### src/rtl/imem_dmem_arbiter_pkg.sv
// Shared types for the instruction/data memory arbiter.
//   arb_state_t : arbiter FSM states (IDLE -> REQ -> WAIT -> IDLE)
//   mem_owner_t : which requester owns the outstanding memory transaction
//   other_owner : returns the opposite requester (used for alternating grants)
package imem_dmem_arbiter_pkg;

  typedef enum logic [1:0] {
    ARB_IDLE = 2'd0,
    ARB_REQ  = 2'd1,
    ARB_WAIT = 2'd2
  } arb_state_t;

  typedef enum logic {
    OWNER_FETCH = 1'b0,
    OWNER_DATA  = 1'b1
  } mem_owner_t;

  function automatic mem_owner_t other_owner(input mem_owner_t o);
    return (o == OWNER_DATA) ? OWNER_FETCH : OWNER_DATA;
  endfunction

endpackage

### src/rtl/imem_dmem_arbiter_arb_priority.sv
// Combinational grant picker for the memory arbiter.
// Optional feature macro: ARB_ROUND_ROBIN_EN
//   undefined : data always beats fetch (fetch can starve under a d_req stream)
//   defined   : on a contested request the loser of the previous contest wins
// Ports:
//   d_req_i      data request
//   if_req_i     fetch request
//   last_owner_i winner of the previous contested arbitration
//   grant_o      chosen requester (only meaningful when a request is present)
module imem_dmem_arbiter_arb_priority
  import imem_dmem_arbiter_pkg::*;
(
  input  logic       d_req_i,
  input  logic       if_req_i,
  input  mem_owner_t last_owner_i,
  output mem_owner_t grant_o
);

`ifdef ARB_ROUND_ROBIN_EN
  always_comb begin
    if (d_req_i && if_req_i) grant_o = other_owner(last_owner_i);
    else if (d_req_i)        grant_o = OWNER_DATA;
    else                     grant_o = OWNER_FETCH;
  end
`else
  // History is irrelevant with fixed priority.
  logic unused_last_owner;
  assign unused_last_owner = last_owner_i;

  always_comb grant_o = d_req_i ? OWNER_DATA : OWNER_FETCH;
`endif

endmodule

### src/rtl/imem_dmem_arbiter.sv
// Shares one single-port memory between instruction fetch and data access.
// One transaction outstanding at a time; completion is a one-cycle valid
// pulse to the owning requester, used by the pipeline as ready/stall.
// Optional feature macro: ARB_ROUND_ROBIN_EN (alternating grants on contention,
// resolved inside imem_dmem_arbiter_arb_priority).
// Ports:
//   clk, rst_n                 clock, synchronous active-low reset
//   if_req/if_addr             fetch request, held until if_valid
//   if_rdata/if_valid          fetch data + completion pulse
//   d_req/d_addr/d_wdata/d_be/d_we  data request, held until d_valid
//   d_rdata/d_valid            load data + completion pulse
//   mem_req/mem_ready          memory request handshake
//   mem_addr/mem_wdata/mem_be/mem_we  registered request fields
//   mem_rdata/mem_rvalid       memory response / write acknowledge
//   err                        one-cycle pulse on a response timeout
module imem_dmem_arbiter
  import imem_dmem_arbiter_pkg::*;
#(
  parameter int ADDR_WIDTH = 32,
  parameter int DATA_WIDTH = 32,
  parameter int TIMEOUT    = 255
) (
  input  logic                    clk,
  input  logic                    rst_n,
  input  logic                    if_req,
  input  logic [ADDR_WIDTH-1:0]   if_addr,
  output logic [DATA_WIDTH-1:0]   if_rdata,
  output logic                    if_valid,
  input  logic                    d_req,
  input  logic [ADDR_WIDTH-1:0]   d_addr,
  input  logic [DATA_WIDTH-1:0]   d_wdata,
  input  logic [DATA_WIDTH/8-1:0] d_be,
  input  logic                    d_we,
  output logic [DATA_WIDTH-1:0]   d_rdata,
  output logic                    d_valid,
  output logic                    mem_req,
  input  logic                    mem_ready,
  output logic [ADDR_WIDTH-1:0]   mem_addr,
  output logic [DATA_WIDTH-1:0]   mem_wdata,
  output logic [DATA_WIDTH/8-1:0] mem_be,
  output logic                    mem_we,
  input  logic [DATA_WIDTH-1:0]   mem_rdata,
  input  logic                    mem_rvalid,
  output logic                    err
);

  localparam int BE_W  = DATA_WIDTH / 8;
  localparam int CNT_W = $clog2(TIMEOUT + 1);
  localparam logic [CNT_W-1:0] CNT_MAX  = CNT_W'(TIMEOUT);
  // The counter reads 0 in the first WAIT cycle, so the abort cycle is the
  // one in which it is about to reach TIMEOUT.
  localparam logic [CNT_W-1:0] CNT_LAST = CNT_W'(TIMEOUT - 1);

  typedef struct packed {
    logic [ADDR_WIDTH-1:0] addr;
    logic [DATA_WIDTH-1:0] wdata;
    logic [BE_W-1:0]       be;
    logic                  we;
  } mem_req_t;

  arb_state_t       state_q, state_d;
  mem_owner_t       owner_q, owner_d;
  mem_owner_t       last_owner_q, last_owner_d;
  mem_owner_t       grant;
  mem_req_t         req_q, req_d;
  logic [CNT_W-1:0] cnt_q, cnt_d;
  logic             timeout;
  logic             done;

  imem_dmem_arbiter_arb_priority u_arb_priority (
    .d_req_i      (d_req),
    .if_req_i     (if_req),
    .last_owner_i (last_owner_q),
    .grant_o      (grant)
  );

  // A response in the abort cycle still counts as a normal completion.
  assign timeout = (state_q == ARB_WAIT) && !mem_rvalid && (cnt_q >= CNT_LAST);

  always_comb begin
    state_d      = state_q;
    owner_d      = owner_q;
    last_owner_d = last_owner_q;
    req_d        = req_q;
    cnt_d        = cnt_q;
    case (state_q)
      ARB_IDLE: begin
        if (d_req || if_req) begin
          state_d = ARB_REQ;
          owner_d = grant;
          if (d_req && if_req) last_owner_d = grant;
          if (grant == OWNER_DATA) begin
            req_d.addr  = d_addr;
            req_d.wdata = d_wdata;
            req_d.be    = d_be;
            req_d.we    = d_we;
          end else begin
            req_d.addr  = if_addr;
            req_d.wdata = '0;
            req_d.be    = '1;
            req_d.we    = 1'b0;
          end
        end
      end
      ARB_REQ: begin
        if (mem_ready) begin
          state_d = ARB_WAIT;
          cnt_d   = '0;
        end
      end
      ARB_WAIT: begin
        if (cnt_q != CNT_MAX) cnt_d = cnt_q + CNT_W'(1);
        if (mem_rvalid || timeout) state_d = ARB_IDLE;
      end
      default: state_d = ARB_IDLE;
    endcase
  end

  always_ff @(posedge clk) begin
    if (!rst_n) begin
      state_q      <= ARB_IDLE;
      owner_q      <= OWNER_DATA;
      last_owner_q <= OWNER_DATA;
      req_q        <= '0;
      cnt_q        <= '0;
    end else begin
      state_q      <= state_d;
      owner_q      <= owner_d;
      last_owner_q <= last_owner_d;
      req_q        <= req_d;
      cnt_q        <= cnt_d;
    end
  end

  assign mem_req   = (state_q == ARB_REQ);
  assign mem_addr  = req_q.addr;
  assign mem_wdata = req_q.wdata;
  assign mem_be    = req_q.be;
  assign mem_we    = req_q.we;

  // Completion pulses are gated by rst_n so a reset cycle never reports one.
  assign done     = rst_n && (state_q == ARB_WAIT) && (mem_rvalid || timeout);
  assign if_valid = done && (owner_q == OWNER_FETCH);
  assign d_valid  = done && (owner_q == OWNER_DATA);
  assign err      = rst_n && timeout;

  // Both requesters see the same bus; only the owner's copy is meaningful.
  assign if_rdata = mem_rvalid ? mem_rdata : '0;
  assign d_rdata  = mem_rvalid ? mem_rdata : '0;

endmodule

### config.mk
export PLATFORM = sky130hd
export DESIGN_NAME = imem_dmem_arbiter
export DESIGN_NICKNAME = d
export VERILOG_FILES = /design/src/rtl/imem_dmem_arbiter_pkg.sv /design/src/rtl/imem_dmem_arbiter_arb_priority.sv /design/src/rtl/imem_dmem_arbiter.sv
export SDC_FILE = /design/constraint.sdc
export NUM_CORES = 1
export LEC_CHECK = 0
export BUFFER_PORTS_ARGS = -buffer_cell sky130_fd_sc_hd__buf_2
export CAP_MARGIN = 40
export CORE_MARGIN = 2
export CORE_UTILIZATION = 35
export DETAILED_ROUTE_END_ITERATION = 8
export PLACE_DENSITY = 0.71
export SETUP_SLACK_MARGIN = 0.4
export SLEW_MARGIN = 10
export SYNTH_ARGS = -nofsm -noshare
export SYNTH_HDL_FRONTEND = slang
export SYNTH_HIERARCHICAL = 1
export SYNTH_SLANG_ARGS = --single-unit
### constraint.sdc
create_clock -name clk -period 1.5 [get_ports clk]
set_input_delay 0.15 -clock clk [delete_from_list [all_inputs] [get_ports clk]]
set_output_delay 0.15 -clock clk [all_outputs]
set_load 0.005 [all_outputs]
# ---- Word level (Yosys, flattened, before mapping)
# Cells that the tools add are included.
dict set report word_totals {
  ff_bits 80
  mem_bits_rw 0
  romBits 0
  mem_count 0
  output_inout_bits 137
  latchBits 0
}
dict set report op_classes {
  n_addsub 1
  multipliers 0
  bitwise 1
  n_div 0
  mux 10
  shift 0
  eq_ne 7
  order_cmp 1
  reduce_logical 15
}
# cell n
set op_table {}
lappend op_table {{$mux W69} 1}
lappend op_table {{$mux W32} 1}
lappend op_table {{$mux W8} 2}
lappend op_table {{$pmux W8 S2} 1}
lappend op_table {{$add A8 B1 Y8 const B} 1}
lappend op_table {{$ge A8 B8 Y1 const B} 1}
lappend op_table {{$ne A8 B8 Y1 const B} 1}
lappend op_table {{$logic_and A1 B1 Y1} 7}
lappend op_table {{$mux W2} 3}
lappend op_table {{$ne A2 B1 Y1 const B} 3}
lappend op_table {{$pmux W2 S3} 1}
lappend op_table {{$reduce_and A3 Y1} 2}
lappend op_table {{$eq A2 B1 Y1 const B} 1}
lappend op_table {{$eq A2 B2 Y1 const B} 1}
lappend op_table {{$logic_not A2 Y1} 1}
lappend op_table {{$logic_or A1 B1 Y1} 2}
lappend op_table {{$ne A2 B2 Y1 const B} 1}
lappend op_table {{$reduce_and A2 Y1} 1}
lappend op_table {{$reduce_bool A2 Y1} 1}
lappend op_table {{$logic_not A1 Y1} 1}
lappend op_table {{$mux W1} 1}
lappend op_table {{$not A1 Y1} 1}

# ---- Depth between registers and ports, before layout
dict set report logic_depth {
  depth_word 6
  depth_mapped 6
  ltp_nobuf 5
}

# ---- By module
# Netlist, hierarchy kept.
# mod n_inst area_each_um2 seq_area_each_um2 cells_each
set by_module_without_submodules {}
lappend by_module_without_submodules {imem_dmem_arbiter 1 4254.1 1621.6 463}
lappend by_module_without_submodules {imem_dmem_arbiter_arb_priority 1 7.5 0.0 1}

# ---- Worst setup path before layout
# OpenSTA, ideal clock, no wires.
dict set report synth_timing {
  path_type {reg2reg}
  start {register cnt_q[1]}
  end {register cnt_q[6]}
  stages_incl_launch_ff 5
  setup_ns 0.070
  arrival_time_ns 1.290
  path_slack_ns 0.140
  required_time_ns 1.430
  path_cell_list {dfxtp_1 ha_1 nand3_1 or4_1 a21oi_1}
}
dict set report synth_between {
  elab_chain_len 3
}
# element line_no
set synth_rtl {}
lappend synth_rtl {{start: declaration} imem_dmem_arbiter.sv:66} ;# logic [CNT_W-1:0] cnt_q, cnt_d;
lappend synth_rtl {{start signal: assignment} imem_dmem_arbiter.sv:131} ;# cnt_q <= cnt_d;
lappend synth_rtl {{$add A8 B1 Y8 or $ne A8 B8 Y1 (tied branches)} imem_dmem_arbiter.sv:112} ;# if (cnt_q != CNT_MAX) cnt_d = cnt_q + CNT_W'(1);
lappend synth_rtl {{$mux W8 or $ne A2 B1 Y1 (tied branches)} --}
lappend synth_rtl {{$pmux W8 S2 or $reduce_and A3 Y1 (tied branches)} --}
# Several ways; a longest one is shown, not always the timed one. The select of a mux whose other input is x is not followed.
# A chain may end at the register's enable or synchronous reset.

# ---- Worst setup path in the final report
dict set report layout_timing {
  start {register cnt_q[0]}
  end {output if_valid}
}
dict set report layout_between {
  elab_chain_len 5
}
# element line_no
set layout_rtl {}
lappend layout_rtl {{$ge A8 B8 Y1} imem_dmem_arbiter.sv:78} ;# assign timeout = (state_q == ARB_WAIT) && !mem_rvalid && (cnt_q >= CNT_LAST);
lappend layout_rtl {{$logic_and A1 B1 Y1} imem_dmem_arbiter.sv:78}
lappend layout_rtl {{$logic_or A1 B1 Y1} imem_dmem_arbiter.sv:142} ;# assign done = rst_n && (state_q == ARB_WAIT) && (mem_rvalid || timeout);
lappend layout_rtl {{$logic_and A1 B1 Y1} imem_dmem_arbiter.sv:142}
lappend layout_rtl {{$logic_and A1 B1 Y1} imem_dmem_arbiter.sv:143} ;# assign if_valid = done && (owner_q == OWNER_FETCH);
lappend layout_rtl {{end: declaration} imem_dmem_arbiter.sv:28} ;# output logic if_valid,
# Every way passes these cells.

==> flow_summary.json <==
{
  "ant_nets": 0,
  "maxCapViolations": 0,
  "swShare": 0.2765,
  "clk_latency_ns": 0.34,
  "finalHoldViolations": 0,
  "final_nets": 870,
  "grt_max_degree": 42,
  "grt_pass1_wl_um": 24240,
  "drt_iter0_drc": 246,
  "hpwl_um": 10490,
  "diodes": 0,
  "max_freq_ghz": 0.6299,
  "worst_pin_slew_ns": 0.5740,
  "setup_viol": 9,
  "area_growth_pct": 64.02,
  "start_util": 0.3544,
  "synth_fp_nets": 600,
  "dr.pass1.iters": 4,
  "period_share": 1.058,
  "cts_tree": "built",
  "fillCellCount": 1048,
  "final.setup_skew_ns": 0.009128,
  "p_sw_uw": 1835,
  "vias_per_cell": 5.418,
  "p_int_uw": 4802,
  "r2r_slack_ns": -0.01,
  "synth_cells": 459,
  "critPathRequiredTime_ns": 1.35,
  "path_clk_slew_ns": 0.06,
  "clkPwrFrac": 0.350,
  "synthesis.area_um2": 4222,
  "critical_path_class": "reg -> out",
  "endpoint": "if_valid",
  "p_leak_uw": 0.003663,
  "crit_chain": "inv_4, ha_4, o211a_4, a21oi_4, nor3_1, buf_2",
  "cts_hold_buffers": 0,
  "clock_path_buffers": 2,
  "die_x_um": 113.8,
  "post-place-cells": 817,
  "status": "complete, but fails checks",
  "wl_per_cell_um": 18.50,
  "p_seq_frac": 0.361,
  "htreeDepth": 3,
  "portBuffers": 275,
  "core_um2": 11910,
  "setup_ws_ns": -0.08760,
  "worstHoldPathType": "in -> reg",
  "grt_setup_unrepaired": "true",
  "cp_data_arrival_time_ns": 1.44,
  "synth_warnings": 6,
  "crit_buf_inv": 2,
  "dieArea_um2": 12960,
  "end_kind": "output pin",
  "reg2reg_from": "state_q[1]$_SDFFE_PN0P_",
  "whs_ns": 0.07915,
  "failed_checks": "setup timing",
  "antenna_found_initial": 0,
  "ff2ff_path_depth": 9,
  "r2r-end": "mem_addr[21]$_SDFFE_PN0P_",
  "gr-total-overflow": 0,
  "p_per_area_nw_per_um2": 958.6,
  "std_cell_rows": 40,
  "die_h_um": 113.8,
  "synth_area_per_cell_um2": 9.197,
  "vias": 4762,
  "cts_sinks": 80,
  "slowest_stage": "dfxtp_4",
  "cp-start-kind": "flip-flop",
  "post-route-drc-count": 0,
  "cts_buffers": 9,
  "wirelength_um": 16270,
  "startpoint": "cnt_q[0]$_SDFFE_PN0P_",
  "worst_path_largest_cell_delay_ns": 0.36,
  "p_comb_frac": 0.289,
  "first_global_vias": 4574,
  "finalCriticalPeriod_ns": 1.588,
  "peakVddDrop_v": 0.0005079,
  "fin_cells": 879,
  "cp.depth": 6,
  "clock_tree.root_cell": "clkbuf_16",
  "setup-tns-final_ns": -0.2478,
  "critPathTopFamily": "compound AO/OA/AOI/OAI gates",
  "gp_congestion": 0.8077,
  "cp_max_fo": 3,
  "maxSlewHeadroom": 0.6173,
  "io_pins": 276,
  "slew_violations": 0,
  "drive_gt1_frac": 0.5874,
  "grt.total_usage": 0.2399
}
-- flip-flops by register name, indices dropped and copies added (netlist names) --
name / count
mem_we: 1
state_q: 2
mem_addr: 32
mem_wdata: 32
owner_q: 1
mem_be: 4
cnt_q: 8
-- layer usage --
layer / routed length, µm / up-vias / track usage
li1: - / 2192 / -
met4: 422 / 0 / 0.08293
met1: 6152 / 2296 / 0.2757
met3: 1133 / 30 / 0.04995
met2: 8555 / 244 / 0.4407
met5: 0 / - / 0
-- final cells by class --
class / count / area [µm²] / area share
multi-input combinational: 296 / 2480 / 0.3581
timing repair buffer: 341 / 2322 / 0.3354
sequential: 80 / 1624 / 0.2346
clock buffer: 9 / 225.2 / 0.03253
tap: 147 / 183.9 / 0.02656
clock inverter: 5 / 82.58 / 0.01193
inverter: 1 / 6.256 / 0.0009035
-- power groups by stage --
| stage | clock network (µW) | logic [µW] | registers (µW) |
|---|---|---|---|
| 6_report | 2320 | 1920 | 2400 |
| 3_5_place_dp | 0 | 1250 | 2440 |
| 5_1_grt | 2440 | 2050 | 2410 |
| 2_1_floorplan | 0 | 715 | 2450 |
| 3_3_place_gp | 0 | 1220 | 2440 |
| 4_1_cts | 2360 | 1860 | 2390 |
-- through the flow --
stage	utilization	worst slack, ns	cell area, µm²	total power [µW]
global route	0.5813	-0.1497	6924	6908
detailed placement	0.4637	0.1213	5523	3693
global placement	0.4637	0.1715	5523	3653
finish	0.5813	-0.08760	6924	6637
CTS	0.5685	-0.1144	6771	6613
floorplan	-	0.2703	4304	3162
-- worst reg2reg max path: cells and delay by family (launching register included) --
family | cells | cell delay (ns)
buffers and inverters | 6 | 0.75
AND/OR/NAND/NOR | 2 | 0.18
flip-flops | 1 | 0.34
AO/OA/AOI/OAI | 1 | 0.15
-- layout by cell type, fill, tap and decap left out, drive strengths merged, types with 2 or more instances in the layout --
cell type / n
inv: 2
a211oi: 2
ha: 2
nand3b: 2
and2: 32
buf: 340
nor2b: 4
nand4b: 6
nand2: 6
clkinv: 2
bufinv: 2
nor3: 3
o21ai: 34
dfxtp: 80
a21oi: 6
o211a: 37
nand4: 33
a21boi: 34
or2: 2
clkbuf: 9
nand3: 39
mux2i: 35
nand2b: 2
and3: 2
nor2: 3
-- repair_timing --
action	in CTS	in global routing
pin swaps	49	13
buffers inserted	30	7
gates resized for setup	108	17
setup endpoints to repair	86	84
hold endpoints to repair	0	0
gates cloned	11	0
-- how the worst min path moves through the flow --
stage,cells after the start,end,start
floorplan,2,mem_wdata[11]$_SDFFE_PN0P_,d_wdata[11]
global placement,3,mem_wdata[22]$_SDFFE_PN0P_,d_wdata[22]
detailed placement,3,mem_wdata[11]$_SDFFE_PN0P_,d_wdata[11]
CTS,3,mem_wdata[10]$_SDFFE_PN0P_,d_wdata[10]
global route,3,mem_wdata[25]$_SDFFE_PN0P_,d_wdata[25]
finish,3,mem_wdata[19]$_SDFFE_PN0P_,d_wdata[19]
Note: power is estimated with default switching activity, not from simulation.
